### src/rtl/ahb_burst_master.sv
// AHB-Lite burst master: takes one transfer command at a time and turns it
// into pipelined NONSEQ/SEQ address phases with overlapping data phases.
// It supports all HBURST types, WRAP address folding and 1 KB restarts
// for undefined-length INCR bursts.
module ahb_burst_master #(
  parameter int ADDR_W = 32,
  parameter int DATA_W = 32,
  parameter int LEN_W  = 5
) (
  input  logic              Hclk,
  input  logic              Hresetn,
  input  logic              cmd_valid,
  output logic              cmd_ready,
  input  logic              cmd_write,
  input  logic [ADDR_W-1:0] cmd_addr,
  input  logic [2:0]        cmd_size,
  input  logic [2:0]        cmd_burst,
  input  logic [LEN_W-1:0]  cmd_len,
  input  logic [DATA_W-1:0] wdata,
  output logic              wdata_pop,
  output logic [DATA_W-1:0] rdata,
  output logic              rdata_valid,
  output logic              cmd_done,
  output logic              cmd_err,
  input  logic              Hreadyout,
  input  logic [DATA_W-1:0] Hrdata,
  output logic [ADDR_W-1:0] Haddr,
  output logic [DATA_W-1:0] Hwdata,
  output logic              Hwrite,
  output logic              Hreadyin,
  output logic [1:0]        Htrans,
  output logic [2:0]        Hsize,
  output logic [2:0]        Hburst
);

  // The beat counter must hold both the 16-beat fixed bursts and the longest INCR.
  localparam int CNT_W    = (LEN_W > 5) ? LEN_W : 5;
  localparam int MAX_SIZE = $clog2(DATA_W / 8);

  localparam logic [1:0] TR_IDLE   = 2'b00;
  localparam logic [1:0] TR_NONSEQ = 2'b10;
  localparam logic [1:0] TR_SEQ    = 2'b11;
  localparam logic [2:0] BURST_INCR = 3'b001;

  typedef enum logic [1:0] {S_IDLE, S_FIRST, S_BURST, S_LAST} state_t;

  state_t            state_q, state_d;
  logic [ADDR_W-1:0] haddr_q, haddr_d;
  logic [1:0]        htrans_q, htrans_d;
  logic              hwrite_q, hwrite_d;
  logic [2:0]        hsize_q, hsize_d;
  logic [2:0]        hburst_q, hburst_d;
  logic              hreadyin_q, hreadyin_d;
  logic [CNT_W-1:0]  beats_left_q, beats_left_d;
  logic [ADDR_W-1:0] wrap_mask_q, wrap_mask_d;
  logic              dphase_q, dphase_d;
  logic [DATA_W-1:0] rdata_q, rdata_d;
  logic              rdata_valid_q, rdata_valid_d;
  logic              cmd_err_q, cmd_err_d;

  logic [CNT_W-1:0]  cmd_beats;
  logic [ADDR_W-1:0] cmd_step;
  logic [ADDR_W-1:0] cmd_span;
  logic [ADDR_W-1:0] cmd_wrap_mask;
  logic [ADDR_W-1:0] cmd_last_addr;
  logic              cmd_illegal;
  logic [ADDR_W-1:0] cur_step;
  logic [ADDR_W-1:0] next_addr;

  // Decode the incoming command: beat count, wrap window and legality.
  always_comb begin
    cmd_beats = '0;
    case (cmd_burst)
      3'b000:         cmd_beats = CNT_W'(1);
      3'b001:         cmd_beats = CNT_W'(cmd_len);
      3'b010, 3'b011: cmd_beats = CNT_W'(4);
      3'b100, 3'b101: cmd_beats = CNT_W'(8);
      default:        cmd_beats = CNT_W'(16);
    endcase
    cmd_step      = ADDR_W'(1) << cmd_size;
    cmd_span      = ADDR_W'(cmd_beats) << cmd_size;
    cmd_last_addr = cmd_addr + cmd_span - ADDR_W'(1);
    cmd_wrap_mask = '1;
    if (cmd_burst inside {3'b010, 3'b100, 3'b110}) begin
      cmd_wrap_mask = cmd_span - ADDR_W'(1);
    end
    cmd_illegal = 1'b0;
    if ((cmd_burst == BURST_INCR) && (cmd_len == '0)) begin
      cmd_illegal = 1'b1;
    end
    if (int'(cmd_size) > MAX_SIZE) begin
      cmd_illegal = 1'b1;
    end
    if ((cmd_addr & (cmd_step - ADDR_W'(1))) != '0) begin
      cmd_illegal = 1'b1;
    end
    // WRAP windows are at most 128 bytes and aligned, so only fixed INCR can cross 1 KB.
    if ((cmd_burst inside {3'b011, 3'b101, 3'b111}) &&
        (((cmd_addr ^ cmd_last_addr) >> 10) != '0)) begin
      cmd_illegal = 1'b1;
    end
  end

  // Next beat address; an all-ones mask turns the wrap fold into a plain increment.
  always_comb begin
    cur_step  = ADDR_W'(1) << hsize_q;
    next_addr = (haddr_q & ~wrap_mask_q) | ((haddr_q + cur_step) & wrap_mask_q);
  end

  // Next-state logic for the transfer FSM and all registered bus outputs.
  always_comb begin
    state_d       = state_q;
    haddr_d       = haddr_q;
    htrans_d      = htrans_q;
    hwrite_d      = hwrite_q;
    hsize_d       = hsize_q;
    hburst_d      = hburst_q;
    hreadyin_d    = 1'b1;
    beats_left_d  = beats_left_q;
    wrap_mask_d   = wrap_mask_q;
    dphase_d      = dphase_q;
    rdata_d       = rdata_q;
    rdata_valid_d = 1'b0;
    cmd_err_d     = 1'b0;

    if (dphase_q && !hwrite_q && Hreadyout) begin
      rdata_valid_d = 1'b1;
      rdata_d       = Hrdata;
    end

    if (Hreadyout) begin
      dphase_d = (state_q == S_FIRST) || (state_q == S_BURST);
    end

    case (state_q)
      S_IDLE: begin
        if (cmd_valid && cmd_ready) begin
          if (cmd_illegal) begin
            cmd_err_d = 1'b1;
          end else begin
            state_d      = S_FIRST;
            haddr_d      = cmd_addr;
            htrans_d     = TR_NONSEQ;
            hwrite_d     = cmd_write;
            hsize_d      = cmd_size;
            hburst_d     = cmd_burst;
            beats_left_d = cmd_beats - CNT_W'(1);
            wrap_mask_d  = cmd_wrap_mask;
          end
        end
      end
      S_FIRST, S_BURST: begin
        if (Hreadyout) begin
          if (beats_left_q != '0) begin
            state_d      = S_BURST;
            haddr_d      = next_addr;
            htrans_d     = ((hburst_q == BURST_INCR) && (next_addr[9:0] == 10'd0)) ?
                           TR_NONSEQ : TR_SEQ;
            beats_left_d = beats_left_q - CNT_W'(1);
          end else begin
            state_d  = S_LAST;
            htrans_d = TR_IDLE;
          end
        end
      end
      S_LAST: begin
        if (Hreadyout) begin
          state_d = S_IDLE;
        end
      end
      default: state_d = S_IDLE;
    endcase
  end

  // Register every piece of state, clearing all of it on a synchronous reset.
  always_ff @(posedge Hclk) begin
    if (!Hresetn) begin
      state_q       <= S_IDLE;
      haddr_q       <= '0;
      htrans_q      <= TR_IDLE;
      hwrite_q      <= 1'b0;
      hsize_q       <= '0;
      hburst_q      <= '0;
      hreadyin_q    <= 1'b0;
      beats_left_q  <= '0;
      wrap_mask_q   <= '0;
      dphase_q      <= 1'b0;
      rdata_q       <= '0;
      rdata_valid_q <= 1'b0;
      cmd_err_q     <= 1'b0;
    end else begin
      state_q       <= state_d;
      haddr_q       <= haddr_d;
      htrans_q      <= htrans_d;
      hwrite_q      <= hwrite_d;
      hsize_q       <= hsize_d;
      hburst_q      <= hburst_d;
      hreadyin_q    <= hreadyin_d;
      beats_left_q  <= beats_left_d;
      wrap_mask_q   <= wrap_mask_d;
      dphase_q      <= dphase_d;
      rdata_q       <= rdata_d;
      rdata_valid_q <= rdata_valid_d;
      cmd_err_q     <= cmd_err_d;
    end
  end

  // Completion pulses follow Hreadyout in the same cycle, so they stay combinational.
  assign cmd_ready   = Hresetn && hreadyin_q && (state_q == S_IDLE);
  assign wdata_pop   = Hresetn && dphase_q && hwrite_q && Hreadyout;
  assign cmd_done    = Hresetn && (state_q == S_LAST) && Hreadyout;
  assign Hwdata      = (Hresetn && dphase_q && hwrite_q) ? wdata : '0;
  assign rdata       = rdata_q;
  assign rdata_valid = rdata_valid_q;
  assign cmd_err     = cmd_err_q;
  assign Haddr       = haddr_q;
  assign Htrans      = htrans_q;
  assign Hwrite      = hwrite_q;
  assign Hsize       = hsize_q;
  assign Hburst      = hburst_q;
  assign Hreadyin    = hreadyin_q;

endmodule

### config.mk
export PLATFORM = sky130hd
export DESIGN_NAME = ahb_burst_master
export DESIGN_NICKNAME = d
export VERILOG_FILES = /design/src/rtl/ahb_burst_master.sv
export SDC_FILE = /design/constraint.sdc
export NUM_CORES = 1
export LEC_CHECK = 0
export CAP_MARGIN = 10
export CORE_ASPECT_RATIO = 0.75
export CORE_UTILIZATION = 55
export DETAILED_ROUTE_END_ITERATION = 7
export DONT_BUFFER_PORTS = 1
export PLACE_DENSITY = 0.72
export SYNTH_ARGS = -nofsm -noshare
export SYNTH_HDL_FRONTEND = slang
export SYNTH_SLANG_ARGS = --single-unit
### constraint.sdc
create_clock -name Hclk -period 5.8 [get_ports Hclk]
set_input_delay 0.29 -clock Hclk [delete_from_list [all_inputs] [get_ports Hclk]]
set_output_delay 0.29 -clock Hclk [all_outputs]
set_load 0.1 [all_outputs]
==> flow_summary.json <==
{
  "reg2reg_depth": 14,
  "fin_nets": 1316,
  "r2r_slack_ns": 1.48,
  "maxUsedRoutingLayer": "met4",
  "grt_pass1_wl_um": 40990,
  "cts_buffers": 9,
  "required_ns": 6.04,
  "critPathCaptureType": "flop",
  "synth-xor-area-share_pct": 4.907,
  "tightest_slew_ns": 1.159,
  "crit_path_frequent_cell": "nand2_1",
  "synthCells": 1179,
  "place.gp.congestion": 0.9947,
  "synth.area.mux_share_pct": 2.249,
  "grt_usage_pct": 32.45,
  "first_iter_violations": 1007,
  "period_share_pct": 88.28,
  "die_area_um2": 16080,
  "io_pins": 223,
  "cp-endpoint": "Haddr[1]",
  "ant_nets": 0,
  "synth_top_family_by_area": "compound AO/OA/AOI/OAI gates",
  "yosysWarningCount": 0,
  "synth_area_leaders": "dfxtp_1 (25%), ha_1 (7.9%), nand2_1 (7.8%)",
  "p_int_mw": 1.397,
  "post-cts-setup-buffer-count": 0,
  "placed_area_um2": 8751,
  "pwr-share-comb_pct": 35.0,
  "pwr_density_cell_nw_per_um2": 269.0,
  "die_x_um": 146.1,
  "pre_cts_ws_ns": 0.4686,
  "wl_met2_um": 10960,
  "grt_overflow_total": 0,
  "netlist.area_leader.share_pct": 25.00,
  "ctsResizeCount": 0,
  "crit_type": "in2reg",
  "ys_types": 80,
  "dr.pass1.iters": 5,
  "status": "finished, final reports clean",
  "power_frac_clock_pct": 26.1,
  "crit_slowest_cell": "or4b_1",
  "ir_drop_mv": 0.2335,
  "vias": 8646,
  "htree_num_levels": 3,
  "seq_area_frac_synth_pct": 25.00,
  "synth-compound-area-share_pct": 26.62,
  "ys_async_sr_fraction_pct": 0,
  "dp_cells": 1342,
  "core_region_area_um2": 15220,
  "power_switching_mw": 1.044,
  "die_y_um": 110.1,
  "synth_edf_count": 0,
  "startpoint_type": "input port",
  "clockRootBuffer": "clkbuf_16",
  "hold_path.class": "in2reg",
  "crit_path_max_fanout": 23,
  "dp_hpwl_um": 20640,
  "synth_flop_cell": "dfxtp_1",
  "cts_tree": "done",
  "max_freq_mhz": 195.3,
  "clkSinkCount": 107,
  "rows": 39,
  "period_needed_ns": 5.120,
  "syn2layout_area_growth_pct": 5.959,
  "fin_setup_tns_ns": 0,
  "regArea_um2": 2142,
  "worst_ep_arrival_time_ns": 5.36,
  "yosys.area_share.simple_pct": 26.03,
  "worst_skew_pair.late_latency_ns": 0.35,
  "grt_max_degree": 77,
  "p_sw_share_pct": 42.77,
  "max-clock-path-buffers": 2,
  "syn-num-nets": 1346,
  "multi_input_area_um2": 5832,
  "slew_violations": 0,
  "layout_setup_ws_ns": 0.6798,
  "grt_pass1_vias": 7583,
  "netlist_area_um2": 8567,
  "vias_per_cell": 6.357,
  "final_common_cell": "nand2_1",
  "wl_met1_um": 11740,
  "cts_hold_buffers": 1,
  "pwr-share-seq_pct": 38.9,
  "p_leak_nw": 3.517,
  "final_cells": 1360,
  "dr_wl_met3_um": 3400,
  "numPortBuffers": 0,
  "ys_ff_latch": 107,
  "syn_avg_cell_area_um2": 7.266,
  "cp_cell_sequence": "nor2_1 > buf_4 > and2_1 > nand2_1 > nand2_1 > nand2_1 > mux2i_1 > nand2_1 > ha_1 > inv_1 > ha_1 > nand4_1 > a21oi_1 > nor3b_1 > or4b_1 > or4b_1 > a2111o_1 > nor4_2 > a31oi_2 > o21ai_4 > buf_12 > o32ai_1 > a211oi_1",
  "setup_viol_count_final": 0,
  "rsz0062_at_grt": "no",
  "fill_cells": 1380,
  "maxCapViolations": 0,
  "clkSlewWorstSetupHoldPaths_ns": 0.08,
  "reg2reg_from": "Haddr[0]",
  "antenna_found_initial": 1,
  "synth_fa_ha_area_share_pct": 8.120,
  "synth_area_leader_cell": "dfxtp_1",
  "clock-skew-final_ns": 0.01366,
  "drt_drc_violations_left": 0,
  "final-hold-violation-count": 0,
  "critPathLaunch": "cmd_burst[2]",
  "max_stage_delay_ns": 0.53,
  "wl_per_cell_um": 19.60,
  "layout_common_cells": "nand2_1 (177), a21oi_1 (119), dfxtp_1 (107)",
  "final_area_um2": 9077,
  "start_util_pct": 56.27,
  "drive_gt1_share_pct": 6.672,
  "relSlewSlack_pct": 22.67,
  "drt-total-wl_um": 26660
}
-- per-stage QoR --
| stage | utilization, % | hold slack, ns | power (mW) |
|---|---|---|---|
| floorplan | - | 0.3177 | 1.616 |
| global placement | 57.48 | 0.3254 | 1.795 |
| detailed placement | 57.48 | 0.3254 | 1.790 |
| CTS | 59.59 | 0.05896 | 2.423 |
| global route | 59.61 | 0.05416 | 2.559 |
| finish | 59.62 | 0.06321 | 2.442 |
-- power groups by stage --
stage	Clock [mW]	Combinational [mW]	Sequential, mW
floorplan	0	0.643	0.974
global placement	0	0.829	0.966
detailed placement	0	0.824	0.966
CTS	0.641	0.832	0.950
global route	0.674	0.931	0.954
finish	0.636	0.855	0.950
-- cells by family after synthesis --
kind of cell,count (synthesis)
fa+ha+maj,55
flops,107
compound gates,342
xor+xnor,48
buf+inv,148
mux,19
simple gates,460
-- cell usage after synthesis (7+ instances only) --
master / instances
ha_1: 54
o22ai_1: 13
and3_1: 18
dfxtp_1: 107
xnor2_1: 27
nor4_1: 7
or2_2: 7
a31oi_1: 16
o21bai_1: 9
o21ai_0: 41
buf_2: 11
a21o_1: 9
xor2_1: 21
and4_1: 7
nand3_1: 36
a21oi_1: 119
o221a_2: 8
o211ai_1: 11
nor2_1: 73
and2_1: 39
a21boi_0: 7
nand2b_1: 10
inv_1: 84
o21a_1: 22
nor2b_1: 10
nand2_1: 177
clkbuf_1: 43
nor3_1: 29
mux2i_1: 17
a211oi_1: 15
nand4_1: 24
-- how the worst min path moves through the flow --
stage                        from        to  slack (ns)  cells after the start
after floorplan           Hresetn  Hreadyin        0.32                      0
after global placement    Hresetn  Hreadyin        0.33                      0
after detailed placement  Hresetn  Hreadyin        0.33                      0
after CTS                 Hresetn      flop        0.06                      1
after global routing      Hresetn      flop        0.05                      1
final                     Hresetn      flop        0.06                      1
-- worst max-delay path, delay by kind of cell --
family	cells	cell delay (ns)
and+or+nand+nor	11	2.18
buffers and inverters	3	0.44
muxes	1	0.19
adders and majority gates	2	0.62
AOI/OAI and AO/OA	6	1.62
-- cell type report --
type / instances / share of cell area, %
multi-input cells: 924 / 64.25
diodes: 1 / 0.02757
clock inverters: 6 / 0.7994
inverters: 84 / 3.473
well taps: 205 / 2.826
clock buffers: 10 / 2.633
flip-flops and latches: 107 / 23.60
repair buffers: 23 / 2.398
-- routing by layer --
| metal | up-vias | GRT usage (%) |
|---|---|---|
| met2 | 505 | 48.09 |
| met4 | 0 | 9.226 |
| li1 | 4147 | - |
| met3 | 43 | 9.383 |
| met5 | - | 0 |
| met1 | 3951 | 45.58 |
No activity file was read; power rests on OpenSTA's default activity.
